==> src/rtl/spi_pkg.sv <==
`default_nettype none
// ============================================================================
// Module : spi_pkg
// Purpose: Shared types and constants for the parametrised SPI master.
//          Provides the transfer FSM state type, the four SPI mode codes
//          packed as {CPOL,CPHA}, and a helper to size the select index.
// Ports  : none (package)
// Rev    : 1.0  initial release
// ============================================================================
package spi_pkg;

  typedef enum logic [1:0] {
    IDLE  = 2'd0,
    LEAD  = 2'd1,
    XFER  = 2'd2,
    TRAIL = 2'd3
  } spi_state_e;

  // Mode codes as {CPOL,CPHA}
  localparam logic [1:0] c_MODE0 = 2'b00;
  localparam logic [1:0] c_MODE1 = 2'b01;
  localparam logic [1:0] c_MODE2 = 2'b10;
  localparam logic [1:0] c_MODE3 = 2'b11;

  // Select-index width; a single slave still needs a 1-bit index port.
  function automatic int ss_width(input int n);
    return (n > 1) ? $clog2(n) : 1;
  endfunction

endpackage
`default_nettype wire

==> src/rtl/spi_master_param_if.sv <==
`default_nettype none
// ============================================================================
// Module : spi_master_param_if
// Purpose: Control handshake plus serial bus of the SPI master.
// Ports  : START/SS_IN/CPOL/CPHA/CLK_DIV/DATA_M - transfer request and setup
//          MISO                                 - serial data from slave
//          SCLK/MOSI/SS_N                       - serial bus to slaves
//          DATA_RX/BUSY/DONE/SEL_ERR            - result and status
//          modport master: view of the SPI master
//          modport slave : view of the controller / bus partner
// Rev    : 1.0  initial release
// ============================================================================
interface spi_master_param_if import spi_pkg::*; #(
  parameter int DATA_W = 8,
  parameter int NUM_SS = 3,
  parameter int SS_W   = ss_width(NUM_SS),
  parameter int DIV_W  = 8
);

  logic              START;
  logic [SS_W-1:0]   SS_IN;
  logic              CPOL;
  logic              CPHA;
  logic [DIV_W-1:0]  CLK_DIV;
  logic [DATA_W-1:0] DATA_M;
  logic              MISO;
  logic              SCLK;
  logic              MOSI;
  logic [NUM_SS-1:0] SS_N;
  logic [DATA_W-1:0] DATA_RX;
  logic              BUSY;
  logic              DONE;
  logic              SEL_ERR;

  modport master (
    input  START, SS_IN, CPOL, CPHA, CLK_DIV, DATA_M, MISO,
    output SCLK, MOSI, SS_N, DATA_RX, BUSY, DONE, SEL_ERR
  );

  modport slave (
    output START, SS_IN, CPOL, CPHA, CLK_DIV, DATA_M, MISO,
    input  SCLK, MOSI, SS_N, DATA_RX, BUSY, DONE, SEL_ERR
  );

endinterface
`default_nettype wire

==> src/rtl/spi_clk_gen.sv <==
`default_nettype none
// ============================================================================
// Module : spi_clk_gen
// Purpose: Half-period tick generator. Down-counter reloaded with the divider
//          value; ticks once every i_div+1 enabled cycles.
// Ports  : CLK, RST_N - clock, async active-low reset
//          i_load     - preload counter with i_div (frame accept)
//          i_en       - count while a transfer is active
//          i_div      - half-period minus one
//          o_tick     - one-cycle half-period tick
// Rev    : 1.0  initial release
// ============================================================================
module spi_clk_gen #(
  parameter int DIV_W = 8
) (
  input  wire logic             CLK,
  input  wire logic             RST_N,
  input  wire logic             i_load,
  input  wire logic             i_en,
  input  wire logic [DIV_W-1:0] i_div,
  output logic                  o_tick
);

  logic [DIV_W-1:0] r_cnt;

  always_ff @(posedge CLK or negedge RST_N) begin
    if (!RST_N) begin
      r_cnt <= '0;
    end else if (i_load) begin
      r_cnt <= i_div;
    end else if (i_en) begin
      r_cnt <= (r_cnt == '0) ? i_div : r_cnt - 1'b1;
    end
  end

  assign o_tick = i_en && (r_cnt == '0);

endmodule
`default_nettype wire

==> src/rtl/spi_master_param.sv <==
`default_nettype none
// ============================================================================
// Module : spi_master_param
// Purpose: Parametrised SPI master. One DATA_W-bit MSB-first frame per accepted
//          START, any CPOL/CPHA mode, programmable SCLK half-period, one of
//          NUM_SS active-low selects.
// Ports  : CLK   - system clock (rising edge)
//          RST_N - asynchronous active-low reset
//          bus   - spi_master_param_if.master (request, serial bus, status)
// Rev    : 1.0  initial release
// ============================================================================
module spi_master_param import spi_pkg::*; #(
  parameter int DATA_W = 8,
  parameter int NUM_SS = 3,
  parameter int SS_W   = ss_width(NUM_SS),
  parameter int DIV_W  = 8
) (
  input wire logic           CLK,
  input wire logic           RST_N,
  spi_master_param_if.master bus
);

  localparam int                c_EDGE_W    = $clog2(2 * DATA_W + 1);
  localparam logic [c_EDGE_W-1:0] c_LAST_EDGE = c_EDGE_W'(2 * DATA_W);

  spi_state_e          r_state, w_state_nxt;
  logic                r_cpol, r_cpha;
  logic [DIV_W-1:0]    r_div;
  logic [DATA_W-1:0]   r_tx, r_rx, r_data_rx;
  logic [c_EDGE_W-1:0] r_edge;
  logic [NUM_SS-1:0]   r_ss_n;
  logic                r_sclk, r_mosi, r_busy, r_done, r_sel_err;

  logic                w_tick, w_accept, w_sel_err, w_xfer_tick, w_finish;
  logic                w_valid_ss, w_leading, w_sample_lead, w_sample, w_shift;
  logic [c_EDGE_W-1:0] w_edge_num;
  logic [DIV_W-1:0]    w_div;

  // Divider value comes straight from the port on accept, from the latch after.
  assign w_div = w_accept ? bus.CLK_DIV : r_div;

  spi_clk_gen #(.DIV_W(DIV_W)) u_clk_gen (
    .CLK    (CLK),
    .RST_N  (RST_N),
    .i_load (w_accept),
    .i_en   (r_state != IDLE),
    .i_div  (w_div),
    .o_tick (w_tick)
  );

  assign w_valid_ss    = int'(bus.SS_IN) < NUM_SS;
  // Number of the SCLK edge produced by the current tick; odd = leading.
  assign w_edge_num    = r_edge + 1'b1;
  assign w_leading     = w_edge_num[0];
  assign w_sample_lead = ({r_cpol, r_cpha} == c_MODE0) || ({r_cpol, r_cpha} == c_MODE2);

  always_ff @(posedge CLK or negedge RST_N) begin
    if (!RST_N) r_state <= IDLE;
    else        r_state <= w_state_nxt;
  end

  always_comb begin
    w_state_nxt = r_state;
    w_accept    = 1'b0;
    w_sel_err   = 1'b0;
    w_xfer_tick = 1'b0;
    w_finish    = 1'b0;
    case (r_state)
      IDLE: begin
        w_accept  = bus.START && w_valid_ss;
        w_sel_err = bus.START && !w_valid_ss;
        if (w_accept) w_state_nxt = LEAD;
      end
      LEAD: begin
        if (w_tick) w_state_nxt = XFER;
      end
      XFER: begin
        w_xfer_tick = w_tick;
        if (w_tick && (w_edge_num == c_LAST_EDGE)) w_state_nxt = TRAIL;
      end
      TRAIL: begin
        w_finish = w_tick;
        if (w_tick) w_state_nxt = IDLE;
      end
      default: w_state_nxt = IDLE;
    endcase
  end

  // CPHA=0: sample on leading, advance MOSI on trailing (not after the last
  // edge, so MOSI keeps the LSB). CPHA=1: drive on leading, sample on trailing.
  assign w_sample = w_xfer_tick && (w_leading == w_sample_lead);
  assign w_shift  = w_xfer_tick &&
                    (w_sample_lead ? (!w_leading && (w_edge_num != c_LAST_EDGE)) : w_leading);

  always_ff @(posedge CLK or negedge RST_N) begin
    if (!RST_N) begin
      r_cpol    <= 1'b0;
      r_cpha    <= 1'b0;
      r_div     <= '0;
      r_tx      <= '0;
      r_rx      <= '0;
      r_data_rx <= '0;
      r_edge    <= '0;
      r_ss_n    <= '1;
      r_sclk    <= 1'b0;
      r_mosi    <= 1'b0;
      r_busy    <= 1'b0;
      r_done    <= 1'b0;
      r_sel_err <= 1'b0;
    end else begin
      r_done    <= 1'b0;
      r_sel_err <= w_sel_err;
      if (w_accept) begin
        r_cpol <= bus.CPOL;
        r_cpha <= bus.CPHA;
        r_div  <= bus.CLK_DIV;
        r_edge <= '0;
        r_busy <= 1'b1;
        r_ss_n <= ~(NUM_SS'(1) << bus.SS_IN);
        r_sclk <= bus.CPOL;
        if (!bus.CPHA) begin
          // MSB must already be on the wire before the first leading edge.
          r_mosi <= bus.DATA_M[DATA_W-1];
          r_tx   <= bus.DATA_M << 1;
        end else begin
          r_tx   <= bus.DATA_M;
        end
      end
      if (w_xfer_tick) begin
        r_edge <= w_edge_num;
        r_sclk <= ~r_sclk;
      end
      if (w_shift) begin
        r_mosi <= r_tx[DATA_W-1];
        r_tx   <= r_tx << 1;
      end
      if (w_sample) begin
        r_rx <= {r_rx[DATA_W-2:0], bus.MISO};
      end
      if (w_finish) begin
        r_ss_n    <= '1;
        r_busy    <= 1'b0;
        r_done    <= 1'b1;
        r_data_rx <= r_rx;
      end
    end
  end

  assign bus.SCLK    = r_sclk;
  assign bus.MOSI    = r_mosi;
  assign bus.SS_N    = r_ss_n;
  assign bus.DATA_RX = r_data_rx;
  assign bus.BUSY    = r_busy;
  assign bus.DONE    = r_done;
  assign bus.SEL_ERR = r_sel_err;

endmodule
`default_nettype wire

==> src/flat_wrapper.sv <==
// flat-port wrapper written by rule: the top's interface ports become plain ports
module spi_master_param_flat import spi_pkg::*;
#(
  parameter int DATA_W = 8,
  parameter int NUM_SS = 3,
  parameter int SS_W   = ss_width(NUM_SS),
  parameter int DIV_W  = 8
)
  (CLK, RST_N, bus_START, bus_SS_IN, bus_CPOL, bus_CPHA, bus_CLK_DIV, bus_DATA_M, bus_MISO, bus_SCLK, bus_MOSI, bus_SS_N, bus_DATA_RX, bus_BUSY, bus_DONE, bus_SEL_ERR);
  spi_master_param_if #(.DATA_W(DATA_W), .NUM_SS(NUM_SS), .SS_W(SS_W), .DIV_W(DIV_W)) bus_i ();
  input wire logic CLK;
  input wire logic RST_N;
  input wire logic [$bits(bus_i.START)-1:0] bus_START;
  input wire logic [$bits(bus_i.SS_IN)-1:0] bus_SS_IN;
  input wire logic [$bits(bus_i.CPOL)-1:0] bus_CPOL;
  input wire logic [$bits(bus_i.CPHA)-1:0] bus_CPHA;
  input wire logic [$bits(bus_i.CLK_DIV)-1:0] bus_CLK_DIV;
  input wire logic [$bits(bus_i.DATA_M)-1:0] bus_DATA_M;
  input wire logic [$bits(bus_i.MISO)-1:0] bus_MISO;
  output wire logic [$bits(bus_i.SCLK)-1:0] bus_SCLK;
  output wire logic [$bits(bus_i.MOSI)-1:0] bus_MOSI;
  output wire logic [$bits(bus_i.SS_N)-1:0] bus_SS_N;
  output wire logic [$bits(bus_i.DATA_RX)-1:0] bus_DATA_RX;
  output wire logic [$bits(bus_i.BUSY)-1:0] bus_BUSY;
  output wire logic [$bits(bus_i.DONE)-1:0] bus_DONE;
  output wire logic [$bits(bus_i.SEL_ERR)-1:0] bus_SEL_ERR;
  assign bus_i.START = bus_START;
  assign bus_i.SS_IN = bus_SS_IN;
  assign bus_i.CPOL = bus_CPOL;
  assign bus_i.CPHA = bus_CPHA;
  assign bus_i.CLK_DIV = bus_CLK_DIV;
  assign bus_i.DATA_M = bus_DATA_M;
  assign bus_i.MISO = bus_MISO;
  assign bus_SCLK = bus_i.SCLK;
  assign bus_MOSI = bus_i.MOSI;
  assign bus_SS_N = bus_i.SS_N;
  assign bus_DATA_RX = bus_i.DATA_RX;
  assign bus_BUSY = bus_i.BUSY;
  assign bus_DONE = bus_i.DONE;
  assign bus_SEL_ERR = bus_i.SEL_ERR;
  spi_master_param #(.DATA_W(DATA_W), .NUM_SS(NUM_SS), .SS_W(SS_W), .DIV_W(DIV_W)) u_core (.CLK(CLK), .RST_N(RST_N), .bus(bus_i));
endmodule
==> config.mk <==
export PLATFORM = sky130hd
export DESIGN_NAME = spi_master_param_flat
export DESIGN_NICKNAME = d
export VERILOG_FILES = /design/src/rtl/spi_pkg.sv /design/src/rtl/spi_master_param_if.sv /design/src/rtl/spi_clk_gen.sv /design/src/rtl/spi_master_param.sv /design/src/flat_wrapper.sv
export SDC_FILE = /design/constraint.sdc
export NUM_CORES = 1
export LEC_CHECK = 0
export ABC_AREA = 1
export ABC_CLOCK_PERIOD_IN_PS = 1930
export CAP_MARGIN = 20
export CELL_PAD_IN_SITES_DETAIL_PLACEMENT = 1
export CELL_PAD_IN_SITES_GLOBAL_PLACEMENT = 2
export CORE_UTILIZATION = 34
export CTS_CLUSTER_DIAMETER = 60
export DETAILED_ROUTE_END_ITERATION = 10
export PLACE_DENSITY = 0.8
export SYNTH_ARGS = -nofsm -noshare
export SYNTH_HDL_FRONTEND = slang
export SYNTH_SLANG_ARGS = --single-unit
==> constraint.sdc <==
create_clock -name CLK -period 1.93 [get_ports CLK]
set_input_delay 0.193 -clock CLK [delete_from_list [all_inputs] [get_ports CLK]]
set_output_delay 0.193 -clock CLK [all_outputs]
set_load 0.01 [all_outputs]
==> results.py <==
metrics = {
    "outcome": {
        "status": "complete, no violations",
    },
    "logic_synthesis": {
        "netlist_instances": 320,
        "seq_area_frac_synth_pct": 47.56,
        "synth_edf_count": 0,
        "yosysWarnings": 0,
        "ys_ff_latch": 56,
        "yosysUniqueCellTypes": 38,
        "ys_async_sr_fraction_pct": 100.0,
        "synth_area_per_cell_sq_um": 9.232,
        "ys.flop_type": "dfrtp_1",
        "syn-cell-area_sq_um": 2954,
        "synth_nets": 351,
    },
    "timing": {
        "setup_viol": 0,
        "hold_viol": 0,
        "max_freq_mhz": 582.2,
        "tns_ps": 0,
        "clock-skew-final_ps": 5.977,
        "relSlewSlack_pct": 69.93,
        "post-route-period-util_pct": 88.99,
        "worst_slew_pin_slew_ps": 451.0,
        "maxSlewViolCount": 0,
        "rsz0062_at_grt": "no",
        "post-route-min-period_ps": 1717,
    },
    "cts": {
        "clock-root-buffer": "clkbuf_8",
        "post-cts-setup-buffers": 0,
        "cts.sinks": 56,
        "cts_tree": "yes",
        "clkTransAtPathRegs_ps": 100,
        "clk_path_buf_depth": 2,
        "h-tree-depth": 2,
        "insertion_delay_ps": 320,
        "cts_buffers": 5,
    },
    "critical_path": {
        "crit_type": "register to register",
        "start_kind": "register",
        "critical_path_required_ps": 2190,
        "path_max_fanout": 8,
        "arrival_ps": 1980,
        "end_kind": "register",
    },
    "grt": {
        "grt_overflow": 0,
        "grt_usage_pct": 16.72,
        "grt_pass1_vias": 2431,
        "grt_pass1_wl_um": 11670,
        "grt_max_degree": 24,
        "grt_antenna_before_repair": 0,
    },
    "detailed_routing": {
        "post_drt_wl_per_cell_um": 14.05,
        "routed.top_layer": "met4",
        "wl_met1_um": 3175,
        "routed-wl-met3_um": 200,
        "dr_wl_met2_um": 3242,
        "drt_pre_antenna_iters": 4,
        "num_vias": 2264,
        "routed_wl_um": 6690,
        "drtIter0Drc": 63,
        "antenna_left": 0,
        "drc": 0,
        "avgViaCountPerCell": 4.756,
    },
    "floorplan": {
        "die-area_sq_um": 9065,
        "num_io_pins": 40,
        "dieHeight_um": 95.21,
        "core_area_sq_um": 8299,
        "die_w_um": 95.21,
        "initial_core_util_pct": 35.59,
        "rows": 33,
    },
    "power_and_ir_drop": {
        "p_leak_nw": 1.739,
        "power_density_nw_per_um2": 1195,
        "peakVddDrop_mv": 0.5403,
        "p_sw_mw": 1.707,
        "power.share.switching_pct": 39.63,
        "clkPwrFrac_pct": 15.5,
        "internal_power_mw": 2.600,
        "power_frac_comb_pct": 42.3,
        "seq_power_share_pct": 42.1,
    },
    "final_layout": {
        "mostFrequentLayoutCell": "nand2_1",
        "final_nets": 401,
        "antenna_cells": 0,
        "area_delta_synth_final_pct": 21.98,
        "layoutNonFillerInstCount": 476,
        "drive_above_1_share_pct": 18.06,
        "final_cell_mix": "nand2_1 (75), dfrtp_1 (53), inv_1 (44)",
    },
    "placed_design": {
        "gp_congestion": 0.7741,
        "place_hpwl_um": 5113,
        "io_buffers": 39,
        "placed_cells": 467,
    },
    "hold_path": {
        "hp-class": "input port to async pin",
    },
    "run": {
        "maxCapViolCount": 0,
    },
}
==> metal layers <==
metal | vias to the layer above | GRT usage (%)
met5 | - | 0
met4 | 0 | 4.798
met2 | 29 | 28.15
met3 | 6 | 3.110
li1 | 1137 | -
met1 | 1092 | 21.82
==> layout make-up <==
| cell class | count | area (sq um) |
|---|---|---|
| Tap cell | 105 | 131.4 |
| Fill cell | 956 | 4696 |
| Inverter | 45 | 168.9 |
| Sequential cell | 56 | 1405 |
| Multi-Input combinational cell | 211 | 1330 |
| Clock buffer | 5 | 68.82 |
| Clock inverter | 3 | 21.27 |
| Timing Repair Buffer | 51 | 478.0 |
==> cell usage after synthesis, types with 3 or more instances <==
library cell,count,share of area (%)
ha_1,7,3.0
nor2_4,3,1.1
nand3_2,17,5.8
nand2_1,75,9.5
dfstp_2,3,2.7
o21a_1,7,1.8
buf_2,3,0.51
buf_6,3,1.1
o21ai_2,9,2.7
o22ai_1,4,0.85
inv_1,44,5.6
o21ai_0,24,4.1
a22oi_1,7,1.8
dfrtp_1,53,45
a21oi_1,4,0.68
nand3_1,20,3.4
nor2_1,8,1.0
o211ai_1,3,0.76
nand4_1,3,0.64
==> through the flow <==
step / area, sq um / power, mW / utilization, % / setup WS [ps] / hold WS [ps]
floorplan: 2954 / 3.090 / - / 391.6 / -102.6
global placement: 3493 / 3.619 / 42.09 / 184.2 / 176.4
detailed placement: 3493 / 3.684 / 42.09 / 77.92 / 174.6
CTS: 3593 / 4.370 / 43.30 / 101.4 / 355.9
global route: 3603 / 4.687 / 43.42 / 30.15 / 380.1
finish: 3603 / 4.308 / 43.42 / 212.5 / 348.1
==> cell families (layout without fill, tap and decap cells) <==
logic type                 after synthesis  in the layout  synth area share (%)
and+or+nand+nor                        141            141                 27.53
AOI/OAI and AO/OA                       60             60                 13.05
DFF                                     56             56                 47.56
buffers and inverters                   53            104                 7.751
adders and majority gates                7              7                 2.965
xor gates and xnor gates                 3              3                 1.144
==> final timing paths <==
kind / end / slack (ps) / from / cells past startpoint
min in group CLK: u_core.r_rx[0] / 420 / bus_MISO / 3
hold / removal: u_core.bus.MOSI / 350 / RST_N / 2
max in group asynchronous: u_core.r_edge[3] / 900 / RST_N / 3
setup / recovery: u_core.r_tx[6] / 210 / u_core.r_state[1] / 7
setup reg to reg: u_core.r_tx[6] / 210 / u_core.r_state[1] / 7
hold reg to reg: u_core.r_div[7] / 490 / u_core.r_div[7] / 2
==> sequential cells by signal, summed over array words and instances (netlist names) <==
register / count
u_core.bus.BUSY: 1
u_core.bus.DATA_RX: 8
u_core.bus.DONE: 1
u_core.bus.MOSI: 1
u_core.bus.SCLK: 1
u_core.bus.SEL_ERR: 1
u_core.bus.SS_N: 3
u_core.r_cpha: 1
u_core.r_div: 8
u_core.r_edge: 5
u_core.r_rx: 8
u_core.r_state: 2
u_core.r_tx: 8
u_core.u_clk_gen.r_cnt: 8
==> what timing repair did <==
item	4_1_cts	5_1_grt
endpoints found under the hold margin	14	0
resized for setup	0	2
endpoints found under the setup margin	0	7
hold buffers	1	0
==> power by group through the flow <==
stage / sequential, mW / clock, mW / combinational, mW
floorplan: 1.82 / 0 / 1.27
global placement: 1.83 / 0 / 1.78
detailed placement: 1.84 / 0 / 1.84
CTS: 1.82 / 0.699 / 1.85
global route: 1.86 / 0.738 / 2.08
finish: 1.81 / 0.669 / 1.82
==> worst max-delay path, stage by stage, from the launching register on <==
cell and delay (ps):
dfrtp_1 430, inv_1 100, ha_2 230, nand3_2 150
buf_4 210, nor2_2 290, a22oi_1 150, nand3_2 90
No activity file was read; power rests on OpenSTA's default activity.
